## config.mk

```make
export PLATFORM = sky130hd
export DESIGN_NAME = seeed_tft_sequencer
export DESIGN_NICKNAME = d
export VERILOG_FILES = /design/src/rtl/seeed_tft_sequencer.sv
export SDC_FILE = /design/constraint.sdc
export NUM_CORES = 1
export LEC_CHECK = 0
export CAP_MARGIN = 20
export CELL_PAD_IN_SITES_DETAIL_PLACEMENT = 1
export CELL_PAD_IN_SITES_GLOBAL_PLACEMENT = 1
export CORE_MARGIN = 2
export CORE_UTILIZATION = 26
export CTS_BUF_LIST = sky130_fd_sc_hd__clkbuf_8 sky130_fd_sc_hd__clkbuf_16
export CTS_CLUSTER_SIZE = 16
export DETAILED_ROUTE_END_ITERATION = 8
export PLACE_DENSITY = 0.63
export SYNTH_ARGS = -nofsm -noshare
export SYNTH_HDL_FRONTEND = slang
export SYNTH_SLANG_ARGS = --single-unit
```

## constraint.sdc

```tcl
create_clock -name clk -period 1.9 [get_ports clk]
set_clock_uncertainty 0.1 [all_clocks]
set_input_delay 0.285 -clock clk [delete_from_list [all_inputs] [get_ports clk]]
set_output_delay 0.285 -clock clk [all_outputs]
set_load 0.01 [all_outputs]
```

## src/rtl/seeed_tft_sequencer.sv

```systemverilog
// Front-end sequencer for seeed_tft_command: arbitrates host register
// accesses against pixel bursts and drives the engine's strobe/data/RS.
// Ports:
//   clk, rst                      clock, synchronous active-high reset
//   i_host_*/o_host_*             single-byte host read/write access
//   i_pix_*/o_pix_*               burst start, pixel stream handshake, status
//   o_cmd_*/o_enable              strobes, byte and RS to the command engine
//   i_cmd_data, i_cmd_finished    read result and completion from the engine
module seeed_tft_sequencer #(
    parameter logic [7:0] MEM_WRITE_CMD = 8'h2C,
    parameter int         COUNT_WIDTH   = 24
) (
    input  logic                   clk,
    input  logic                   rst,
    input  logic                   i_host_req,
    input  logic                   i_host_rw,
    input  logic                   i_host_rs,
    input  logic [7:0]             i_host_data,
    output logic                   o_host_ack,
    output logic [7:0]             o_host_data,
    input  logic                   i_pix_start,
    input  logic [COUNT_WIDTH-1:0] i_pix_count,
    input  logic [15:0]            i_pix_data,
    input  logic                   i_pix_valid,
    output logic                   o_pix_ready,
    output logic                   o_pix_busy,
    output logic                   o_pix_done,
    output logic                   o_cmd_write_stb,
    output logic                   o_cmd_read_stb,
    output logic [7:0]             o_cmd_data,
    output logic                   o_cmd_rs,
    output logic                   o_enable,
    input  logic [7:0]             i_cmd_data,
    input  logic                   i_cmd_finished
);

    localparam logic [3:0] S_IDLE       = 4'd0;
    localparam logic [3:0] S_HOST_ISSUE = 4'd1;
    localparam logic [3:0] S_HOST_WAIT  = 4'd2;
    localparam logic [3:0] S_CMD_ISSUE  = 4'd3;
    localparam logic [3:0] S_CMD_WAIT   = 4'd4;
    localparam logic [3:0] S_FETCH      = 4'd5;
    localparam logic [3:0] S_HI_ISSUE   = 4'd6;
    localparam logic [3:0] S_HI_WAIT    = 4'd7;
    localparam logic [3:0] S_LO_ISSUE   = 4'd8;
    localparam logic [3:0] S_LO_WAIT    = 4'd9;
    localparam logic [3:0] S_DONE       = 4'd10;

    logic [3:0]             state_q, state_d;
    logic [7:0]             cmd_data_q, cmd_data_d;
    logic                   cmd_rs_q, cmd_rs_d;
    logic                   rw_q, rw_d;
    logic                   ack_q, ack_d;
    logic [7:0]             host_data_q, host_data_d;
    logic                   pend_q, pend_d;
    logic [COUNT_WIDTH-1:0] pend_cnt_q, pend_cnt_d;
    logic [COUNT_WIDTH-1:0] cnt_q, cnt_d;
    logic [7:0]             pix_lo_q, pix_lo_d;

    always_comb begin
        state_d     = state_q;
        cmd_data_d  = cmd_data_q;
        cmd_rs_d    = cmd_rs_q;
        rw_d        = rw_q;
        ack_d       = 1'b0;
        host_data_d = host_data_q;
        pend_d      = pend_q;
        pend_cnt_d  = pend_cnt_q;
        cnt_d       = cnt_q;
        pix_lo_d    = pix_lo_q;

        // Any start is remembered; IDLE clears it again if it takes the burst.
        if (i_pix_start) begin
            pend_d     = 1'b1;
            pend_cnt_d = i_pix_count;
        end

        case (state_q)
            S_IDLE: begin
                if (i_host_req) begin
                    state_d    = S_HOST_ISSUE;
                    rw_d       = i_host_rw;
                    cmd_rs_d   = i_host_rs;
                    cmd_data_d = i_host_data;
                end else if (i_pix_start || pend_q) begin
                    state_d    = S_CMD_ISSUE;
                    cnt_d      = i_pix_start ? i_pix_count : pend_cnt_q;
                    pend_d     = 1'b0;
                    rw_d       = 1'b0;
                    cmd_rs_d   = 1'b0;
                    cmd_data_d = MEM_WRITE_CMD;
                end
            end
            S_HOST_ISSUE: state_d = S_HOST_WAIT;
            S_HOST_WAIT: begin
                if (i_cmd_finished) begin
                    state_d = S_IDLE;
                    ack_d   = 1'b1;
                    if (rw_q) host_data_d = i_cmd_data;
                end
            end
            S_CMD_ISSUE: state_d = S_CMD_WAIT;
            S_CMD_WAIT: begin
                if (i_cmd_finished)
                    state_d = (cnt_q == '0) ? S_DONE : S_FETCH;
            end
            S_FETCH: begin
                if (i_pix_valid) begin
                    state_d    = S_HI_ISSUE;
                    pix_lo_d   = i_pix_data[7:0];
                    cmd_data_d = i_pix_data[15:8];
                    cmd_rs_d   = 1'b1;
                end
            end
            S_HI_ISSUE: state_d = S_HI_WAIT;
            S_HI_WAIT: begin
                if (i_cmd_finished) begin
                    state_d    = S_LO_ISSUE;
                    cmd_data_d = pix_lo_q;
                end
            end
            S_LO_ISSUE: state_d = S_LO_WAIT;
            S_LO_WAIT: begin
                if (i_cmd_finished) begin
                    cnt_d   = cnt_q - COUNT_WIDTH'(1);
                    // count is never zero here, so 1 means this was the last pixel
                    state_d = (cnt_q == COUNT_WIDTH'(1)) ? S_DONE : S_FETCH;
                end
            end
            S_DONE:  state_d = S_IDLE;
            default: state_d = S_IDLE;
        endcase
    end

    always_ff @(posedge clk) begin
        if (rst) begin
            state_q     <= S_IDLE;
            cmd_data_q  <= '0;
            cmd_rs_q    <= 1'b0;
            rw_q        <= 1'b0;
            ack_q       <= 1'b0;
            host_data_q <= '0;
            pend_q      <= 1'b0;
            pend_cnt_q  <= '0;
            cnt_q       <= '0;
            pix_lo_q    <= '0;
        end else begin
            state_q     <= state_d;
            cmd_data_q  <= cmd_data_d;
            cmd_rs_q    <= cmd_rs_d;
            rw_q        <= rw_d;
            ack_q       <= ack_d;
            host_data_q <= host_data_d;
            pend_q      <= pend_d;
            pend_cnt_q  <= pend_cnt_d;
            cnt_q       <= cnt_d;
            pix_lo_q    <= pix_lo_d;
        end
    end

    // Strobes are decoded from the registered state, so each is a clean
    // one-cycle pulse during the matching ISSUE state.
    assign o_cmd_write_stb = (state_q == S_HOST_ISSUE && !rw_q)
                           || state_q == S_CMD_ISSUE
                           || state_q == S_HI_ISSUE
                           || state_q == S_LO_ISSUE;
    assign o_cmd_read_stb  = (state_q == S_HOST_ISSUE) && rw_q;
    assign o_cmd_data      = cmd_data_q;
    assign o_cmd_rs        = cmd_rs_q;
    assign o_enable        = (state_q != S_IDLE);
    assign o_host_ack      = ack_q;
    assign o_host_data     = host_data_q;
    assign o_pix_ready     = (state_q == S_FETCH);
    assign o_pix_busy      = (state_q >= S_CMD_ISSUE) && (state_q <= S_LO_WAIT);
    assign o_pix_done      = (state_q == S_DONE);

endmodule

```

==> impl_metrics.ini, run 1 <==
[outcome]
status = complete, but fails checks
violations = negative setup slack

[global_routing]
track_usage_pct = 17.1
grt_max_degree = 28
grt_pass1_vias = 4469
grt_overflow_total = 0
grt_first_pass_wirelength_mm = 22.6
antenna_found_initial = 0

[sta]
min_period_over_period_pct = 100
post-route-min-period_ns = 1.90
setup-violations-final = 1
tightestPinTransition_ns = 0.594
fmax_mhz = 526
rsz0062_at_grt = yes
maxSlewHeadroom_pct = 60.0
final-hold-violation-count = 0
layout_setup_ws_ns = -0.00129
drv_slew = 0

[clock_tree]
cts.sinks = 80
h-tree-depth = 3
cts_buffers = 9
clock_path_buffers = 2
cts_tree = built
postCtsHoldBufs = 0
insertion_delay_ns = 0.34
clockRootBuffer = clkbuf_16
clkTransAtPathRegs_ns = 0.06

[placement]
numPortBuffers = 87
post_dp_cell_area_mm2 = 0.00563
dp_hpwl_mm = 10.4
gp_congestion = 0.867

[yosys]
muxShareOfSynthArea_pct = 8.17
async_reset_ff_share_pct = 0
yosys_warnings = 0
yosysTopAreaCell = dfxtp_1
ys_ff_latch = 80
synth_seq_area_share_pct = 39.6
synth_top_cell_area_share_pct = 39.6
synthSimpleGateAreaFrac_pct = 23.7
syn_area_mm2 = 0.00404
yosysUniqueCellTypes = 63
synth_ff_type = dfxtp_1
syn-num-nets = 554
syn_area_per_cell_um2 = 8.30
synthAdderAreaFrac_pct = 0.929
synth_cells = 487
post-synth-top-count-cell = dfxtp_1
yosys.area_share.xor_xnor_pct = 0
synthTopCellsByArea = dfxtp_1 (40%), mux2i_1 (8.2%), nor2_1 (6.9%)
synth_edf_count = 0
synth_compound_area_share_pct = 22.4
synth_common_cells = dfxtp_1 (80), nor2_1 (74), a21oi_1 (41), mux2i_1 (33), nand2_1 (33)
synth_top_family_by_area = simple AND/OR/NAND/NOR gates

[die]
rows = 45
fp.dieW_um = 129
start_util_pct = 26.6
design.die.area_mm2 = 0.0166
ios = 88
fp.coreArea_mm2 = 0.0152
die_height_um = 129

[critical_path]
crit_arrival_ns = 2.08
start_kind = register
crit_required_ns = 2.08
endpoint_kind = register
path_class = register to register
crit_path_max_fanout = 17

[detailed_routing]
drc = 0
route.vias.total = 4322
postRouteAntennaNets = 0
wl_mm = 14.3
wl_per_cell_um = 17.1
routed_via_density = 5.18
dr.first_iter.drc_count = 165
firstDrtPassIters = 5

[final_layout]
drive_above_1_share_pct = 26.1
final_area_mm2 = 0.00623
fin_nets = 709
area_growth_pct = 54.2
n_antenna_cell = 0
final_util_pct = 41.0

[hold_path]
hp-class = input port to register

[power_and_ir_drop]
p_leak_uw = 0.00255
peakVddDrop_mv = 0.582
powerDensity_mw_per_mm2 = 1300

[flow_run]
maxCapViolations = 0
state kept, by name, summed over array words and instances, names as in the netlist:
signal	cells
o_host_ack	1
state_q	4
rw_q	1
o_cmd_data	8
o_host_data	8
pend_cnt_q	24
cnt_q	24
pix_lo_q	8
o_cmd_rs	1
pend_q	1
area by class of cell:
class | instances | area (um^2)
clock buffers | 10 | 239
clock inverters | 6 | 60.1
fillers | 1764 | 8970
inverters | 10 | 37.5
multi-input cells | 358 | 2380
flip-flops and latches | 80 | 1620
well taps | 188 | 235
repair buffers | 183 | 1660
worst paths after layout:
| path | start | to | slack, ns | depth (start not counted) |
|---|---|---|---|---|
| worst max-delay path | state_q[1]$_SDFFE_PP0P_ | state_q[2]$_SDFFE_PP0P_ | -0.001 | 6 |
| worst max register to register | state_q[1]$_SDFFE_PP0P_ | state_q[2]$_SDFFE_PP0P_ | -0.001 | 6 |
| worst min register to register | pix_lo_q[0]$_SDFFE_PP0P_ | pix_lo_q[0]$_SDFFE_PP0P_ | 0.36 | 2 |
| worst min-delay path | rst | pend_cnt_q[16]$_SDFF_PP0_ | 0.19 | 2 |
metal layers:
metal | track usage (%) | vias up | share of wire (%)
li1 | - | 2109 | -
met1 | 20.4 | 2100 | 44
met2 | 30.8 | 98 | 50
met3 | 3.28 | 15 | 4.2
met4 | 5.50 | 0 | 1.3
met5 | 0 | - | 0
cell families (layout without fill, tap and decap cells):
kind of cell | after synthesis | after routing
flops | 80 | 80
compound gates | 136 | 136
buf+inv | 49 | 209
fa+ha+maj | 3 | 3
simple gates | 186 | 186
mux | 33 | 33
power breakdown:
group          internal (uW)  total, uW  switching [uW]  leakage [uW]
registers               1960       2200             237      0.000659
clock network           1050       1760             710      0.000150
logic                   2140       4140            2000       0.00174
through the flow:
step	setup TNS, ns	power (uW)	cells	setup slack [ns]	hold slack (ns)
global placement	-2.26	5660	805	-0.149	0.345
finish	-0.00129	8090	835	-0.00129	0.188
global route	-0.867	8610	835	-0.119	0.199
detailed placement	-4.64	5770	805	-0.195	0.353
CTS	-0.0369	7680	822	-0.0149	0.178
floorplan	-0.0361	4010	487	-0.0361	0.329
critical path, cell delays in order (launching register included):
cell	delay, ns
dfxtp_2	0.34
buf_12	0.15
or4b_4	0.55
a31oi_4	0.21
a221oi_4	0.09
a311o_1	0.34
nand2_1	0.06
cells in the final DEF, fill, tap and decap left out, types with 3 or more instances in the layout:
master / n
buf_4: 83
nor4_1: 5
a31oi_1: 5
clkdlybuf4s50_1: 79
nand2_1: 31
buf_2: 4
mux2i_1: 32
a22oi_1: 4
a211oi_2: 4
nor3_2: 3
nor3_1: 16
o21ai_0: 7
a211oi_1: 12
ha_1: 3
inv_1: 9
dfxtp_4: 3
clkbuf_16: 10
nor2_1: 72
nand3_1: 12
and4b_1: 3
buf_12: 4
a21oi_1: 41
nand2b_1: 6
o22ai_1: 8
or3_4: 3
o21ai_1: 18
a222oi_1: 8
o2bb2ai_1: 3
buf_6: 8
dfxtp_1: 71
dfxtp_2: 6
nand4_1: 5
nor2_2: 3
nor4_2: 5
repair_timing:
action                                  4_1_cts  5_1_grt
endpoints found under the setup margin       45       35
buffers inserted                              1       12
cloned                                        0        1
gates resized for setup                      31       37
pin swaps                                     7       14
No activity file was read; power rests on OpenSTA's default activity.
==> inputs of run 2 (changes only) <==
Settings changed: CTS_CLUSTER_SIZE 16 to default, PLACE_DENSITY 0.63 to 0.61.
Clock period 1.9 ns to 2.4 ns, I/O delays scaled along.
==> impl_metrics.ini, run 2 (synthesized netlist as in run 1, its figures left out) <==
[outcome]
status = finished, final reports clean

[global_routing]
grt_max_degree = 34
grt_first_pass_wirelength_mm = 21.2
grt_overflow_total = 0
antenna_found_initial = 0
grt_pass1_vias = 4047
track_usage_pct = 16.2

[power_and_ir_drop]
powerDensity_mw_per_mm2 = 991
p_leak_uw = 0.00212
peakVddDrop_mv = 0.493

[critical_path]
endpoint_kind = output port
crit_path_max_fanout = 10
critPathTopFamily = buffers and inverters
cp_num_buf_inv = 2
cp_cell_sequence = buf_4, nor2_1, and4b_1, clkdlybuf4s50_1
path_class = register to output port
slowest_stage = clkdlybuf4s50_1
start_kind = register
crit_arrival_ns = 1.82
crit_required_ns = 1.94
max_stage_delay_ns = 0.57

[clock_tree]
cts_buffers = 9
postCtsHoldBufs = 0
insertion_delay_ns = 0.35
clockRootBuffer = clkbuf_16
h-tree-depth = 3
clkTransAtPathRegs_ns = 0.06
cts_tree = built
clock_path_buffers = 2
cts.sinks = 80

[detailed_routing]
drc = 0
postRouteAntennaNets = 0
firstDrtPassIters = 6
wl_mm = 13.0
route.vias.total = 3941
routed_via_density = 5.17
dr.first_iter.drc_count = 209
wl_per_cell_um = 17.0

[flow_run]
maxCapViolations = 0

[final_layout]
n_antenna_cell = 0
fin_nets = 638
largestRegisters = cnt_q (24), pend_cnt_q (24)
drive_above_1_share_pct = 11.1
nFillCells = 1798
final_area_mm2 = 0.00548
mostFrequentLayoutCell = clkdlybuf4s50_1
final_cell_mix = clkdlybuf4s50_1 (85), dfxtp_1 (76), nor2_1 (74), a21oi_1 (41)
area_growth_pct = 35.5

[sta]
rsz0062_at_grt = no
final-hold-violation-count = 0
fmax_mhz = 438
tightestPinTransition_ns = 0.640
post-route-min-period_ns = 2.28
setup-violations-final = 0
drv_slew = 0
min_period_over_period_pct = 95.2
final.setup.tns_ns = 0
maxSlewHeadroom_pct = 57.3

[placement]
dp_hpwl_mm = 9.57
gp_congestion = 0.826
post_dp_cell_area_mm2 = 0.00516
numPortBuffers = 87

[die]
rows = 45
die_height_um = 129
design.die.area_mm2 = 0.0166
fp.coreArea_mm2 = 0.0152
ios = 88
fp.dieW_um = 129
start_util_pct = 26.6

[hold_path]
hp-class = input port to register
run 2: worst min-delay path: cells and delay by family:
kind | cells | cell delay [ns]
buffers and inverters | 1 | 0.14
and+or+nand+nor | 1 | 0.08
AOI/OAI and AO/OA | 1 | 0.06
run 2: power by group:
part           switching (uW)  total (uW)  internal [uW]
combinational            1250        2240            994
sequential                243        1790           1550
clock                     572        1400            828
run 2: worst paths after layout:
| path | cells past startpoint | startpoint | to | slack [ns] |
|---|---|---|---|---|
| min | 3 | i_pix_start | pend_cnt_q[19]$_SDFF_PP0_ | 0.24 |
| max | 4 | state_q[1]$_SDFFE_PP0P_ | o_cmd_read_stb | 0.12 |
| min reg2reg | 2 | pix_lo_q[7]$_SDFFE_PP0P_ | pix_lo_q[7]$_SDFFE_PP0P_ | 0.36 |
| max reg2reg | 5 | cnt_q[16]$_SDFFE_PP0P_ | state_q[0]$_SDFFE_PP0P_ | 0.25 |
run 2: per-layer routing:
layer	up-vias	share of wire [%]	global-route usage, %
met5	-	0	0
met4	0	1.2	4.67
met3	11	5.0	3.37
met2	84	48	26.9
met1	1881	46	21.4
li1	1965	-	-
run 2: per-stage QoR:
stage | utilization [%] | power [uW] | instances | worst slack (ns) | hold slack, ns
6_report | 36.0 | 5430 | 763 | 0.116 | 0.245
2_1_floorplan | - | 3160 | 487 | 0.429 | 0.336
5_1_grt | 36.0 | 5800 | 763 | 0.0112 | 0.269
3_5_place_dp | 33.9 | 4020 | 746 | 0.150 | 0.350
3_3_place_gp | 33.9 | 3960 | 746 | 0.158 | 0.348
4_1_cts | 35.9 | 5450 | 761 | 0.0215 | 0.236
run 2: layout make-up:
class	instances	area, um^2	area share [%]
Multi-Input combinational cell	358	2240	40.9
Sequential cell	80	1610	29.4
Timing Repair Buffer	112	1060	19.4
Clock buffer	10	239	4.36
Tap cell	188	235	4.29
Clock inverter	5	56.3	1.03
Inverter	10	37.5	0.685
run 2: what timing repair did:
item / 4_1_cts / 5_1_grt
gates resized for setup: 4 / 2
pin swaps: 0 / 1
hold endpoints to repair: 0 / 0
cloned: 0 / 0
setup endpoints to repair: 5 / 3
buffers inserted: 0 / 2
==> inputs of run 3 (changes only) <==
Settings changed: PLACE_DENSITY 0.61 to 0.58.
==> impl_metrics.ini, run 3 (synthesized netlist as in run 1, its figures left out) <==
[die]
fp.coreArea_mm2 = 0.0152
fp.dieW_um = 129
ios = 88
rows = 45
start_util_pct = 26.6
die_height_um = 129
design.die.area_mm2 = 0.0166

[sta]
maxSlewHeadroom_pct = 60.7
final.setup.tns_ns = 0
tightestPinTransition_ns = 0.584
final-hold-violation-count = 0
setup-violations-final = 0
post-route-min-period_ns = 2.29
min_period_over_period_pct = 95.4
rsz0062_at_grt = no
timing.hold.ws_ns = 0.197
fmax_mhz = 437
drv_slew = 0

[clock_tree]
cts_tree = built
clock_path_buffers = 2
cts.sinks = 80
clkTransAtPathRegs_ns = 0.06
h-tree-depth = 3
insertion_delay_ns = 0.34
cts_buffers = 9
clockRootBuffer = clkbuf_16

[critical_path]
crit_path_max_fanout = 9
crit_required_ns = 1.94
endpoint_kind = output port
start_kind = register
reg2reg_to = state_q[0]$_SDFFE_PP0P_
rr_startpoint = cnt_q[17]$_SDFFE_PP0P_
r2r_slack_ns = 0.24
crit_arrival_ns = 1.83
path_class = register to output port
reg2regPathDepth = 5

[detailed_routing]
wl_per_cell_um = 17.4
dr.first_iter.drc_count = 250
routed_via_density = 5.22
route.vias.total = 3998
wl_mm = 13.3
postRouteAntennaNets = 0
firstDrtPassIters = 5
drc = 0

[hold_path]
hp-start = rst
holdPathEnd = pend_cnt_q[22]$_SDFF_PP0_
hp-class = input port to register
min_path_cells = 2

[power_and_ir_drop]
p_leak_uw = 0.00217
powerDensity_mw_per_mm2 = 988
peakVddDrop_mv = 0.424
power_uw = 5470

[final_layout]
fin_cells = 766
area_growth_pct = 36.8
fin_nets = 640
n_antenna_cell = 0
final_area_mm2 = 0.00553
largestRegisters = cnt_q (24), pend_cnt_q (24)
final_cell_mix = clkdlybuf4s50_1 (85), dfxtp_1 (76), nor2_1 (73), a21oi_1 (41)
drive_above_1_share_pct = 11.2
mostFrequentLayoutCell = clkdlybuf4s50_1

[placement]
dp_hpwl_mm = 9.60
post_dp_cell_area_mm2 = 0.00522
numPortBuffers = 87
gp_congestion = 0.795
dp_cells = 750

[global_routing]
grt_pass1_vias = 4086
antenna_found_initial = 0
grt_first_pass_wirelength_mm = 21.8
grt_max_degree = 44
grt_overflow_total = 0
track_usage_pct = 16.5

[outcome]
status = finished, final reports clean

[flow_run]
maxCapViolations = 0
run 3: area by class of cell:
cell class	count	area, um^2
inverter	10	37.5
multi-input combinational	358	2240
clock buffer	11	253
sequential	80	1610
timing repair buffer	114	1110
clock inverter	5	47.5
tap	188	235
fill	1780	9670
run 3: timing repair:
item | in CTS | in global routing
hold buffers | 0 | 0
buffers inserted | 0 | 0
resized for setup | 3 | 3
setup endpoints to repair | 4 | 3
run 3: power breakdown:
| group | internal [uW] | leakage, uW | total (uW) | switching [uW] |
|---|---|---|---|---|
| logic | 1010 | 0.00136 | 2300 | 1290 |
| registers | 1540 | 0.000656 | 1760 | 214 |
| clock network | 852 | 0.000158 | 1400 | 552 |
run 3: worst max path at each step:
stage / from / to / cells after the start
final: state_q[1]$_SDFFE_PP0P_ / o_cmd_read_stb / 4
after floorplan: cnt_q[16]$_SDFFE_PP0P_ / cnt_q[23]$_SDFFE_PP0P_ / 6
after global routing: state_q[1]$_SDFFE_PP0P_ / o_cmd_write_stb / 5
after detailed placement: i_pix_start / cnt_q[17]$_SDFFE_PP0P_ / 7
after global placement: i_pix_start / cnt_q[17]$_SDFFE_PP0P_ / 7
after CTS: state_q[3]$_SDFFE_PP0P_ / o_cmd_write_stb / 5
run 3: metal layers:
metal,wire [um],GRT usage [%],up-vias
li1,-,-,1963
met1,6330,21.6,1952
met2,6290,27.5,73
met3,594,3.62,10
met4,124,4.60,0
met5,0,0,-
run 3: per-stage QoR:
stage | worst slack (ns) | util (%)
after floorplan | 0.429 | -
after global placement | 0.168 | 34.3
after detailed placement | 0.0277 | 34.3
after CTS | 0.0192 | 36.3
after global routing | 0.00337 | 36.4
final | 0.110 | 36.4
run 3: worst max-delay path: stages, from the launching register on:
cell             delay (ns)
dfxtp_2                0.38
buf_4                  0.19
nor2_1                 0.15
and4b_1                0.21
clkdlybuf4s50_1        0.56
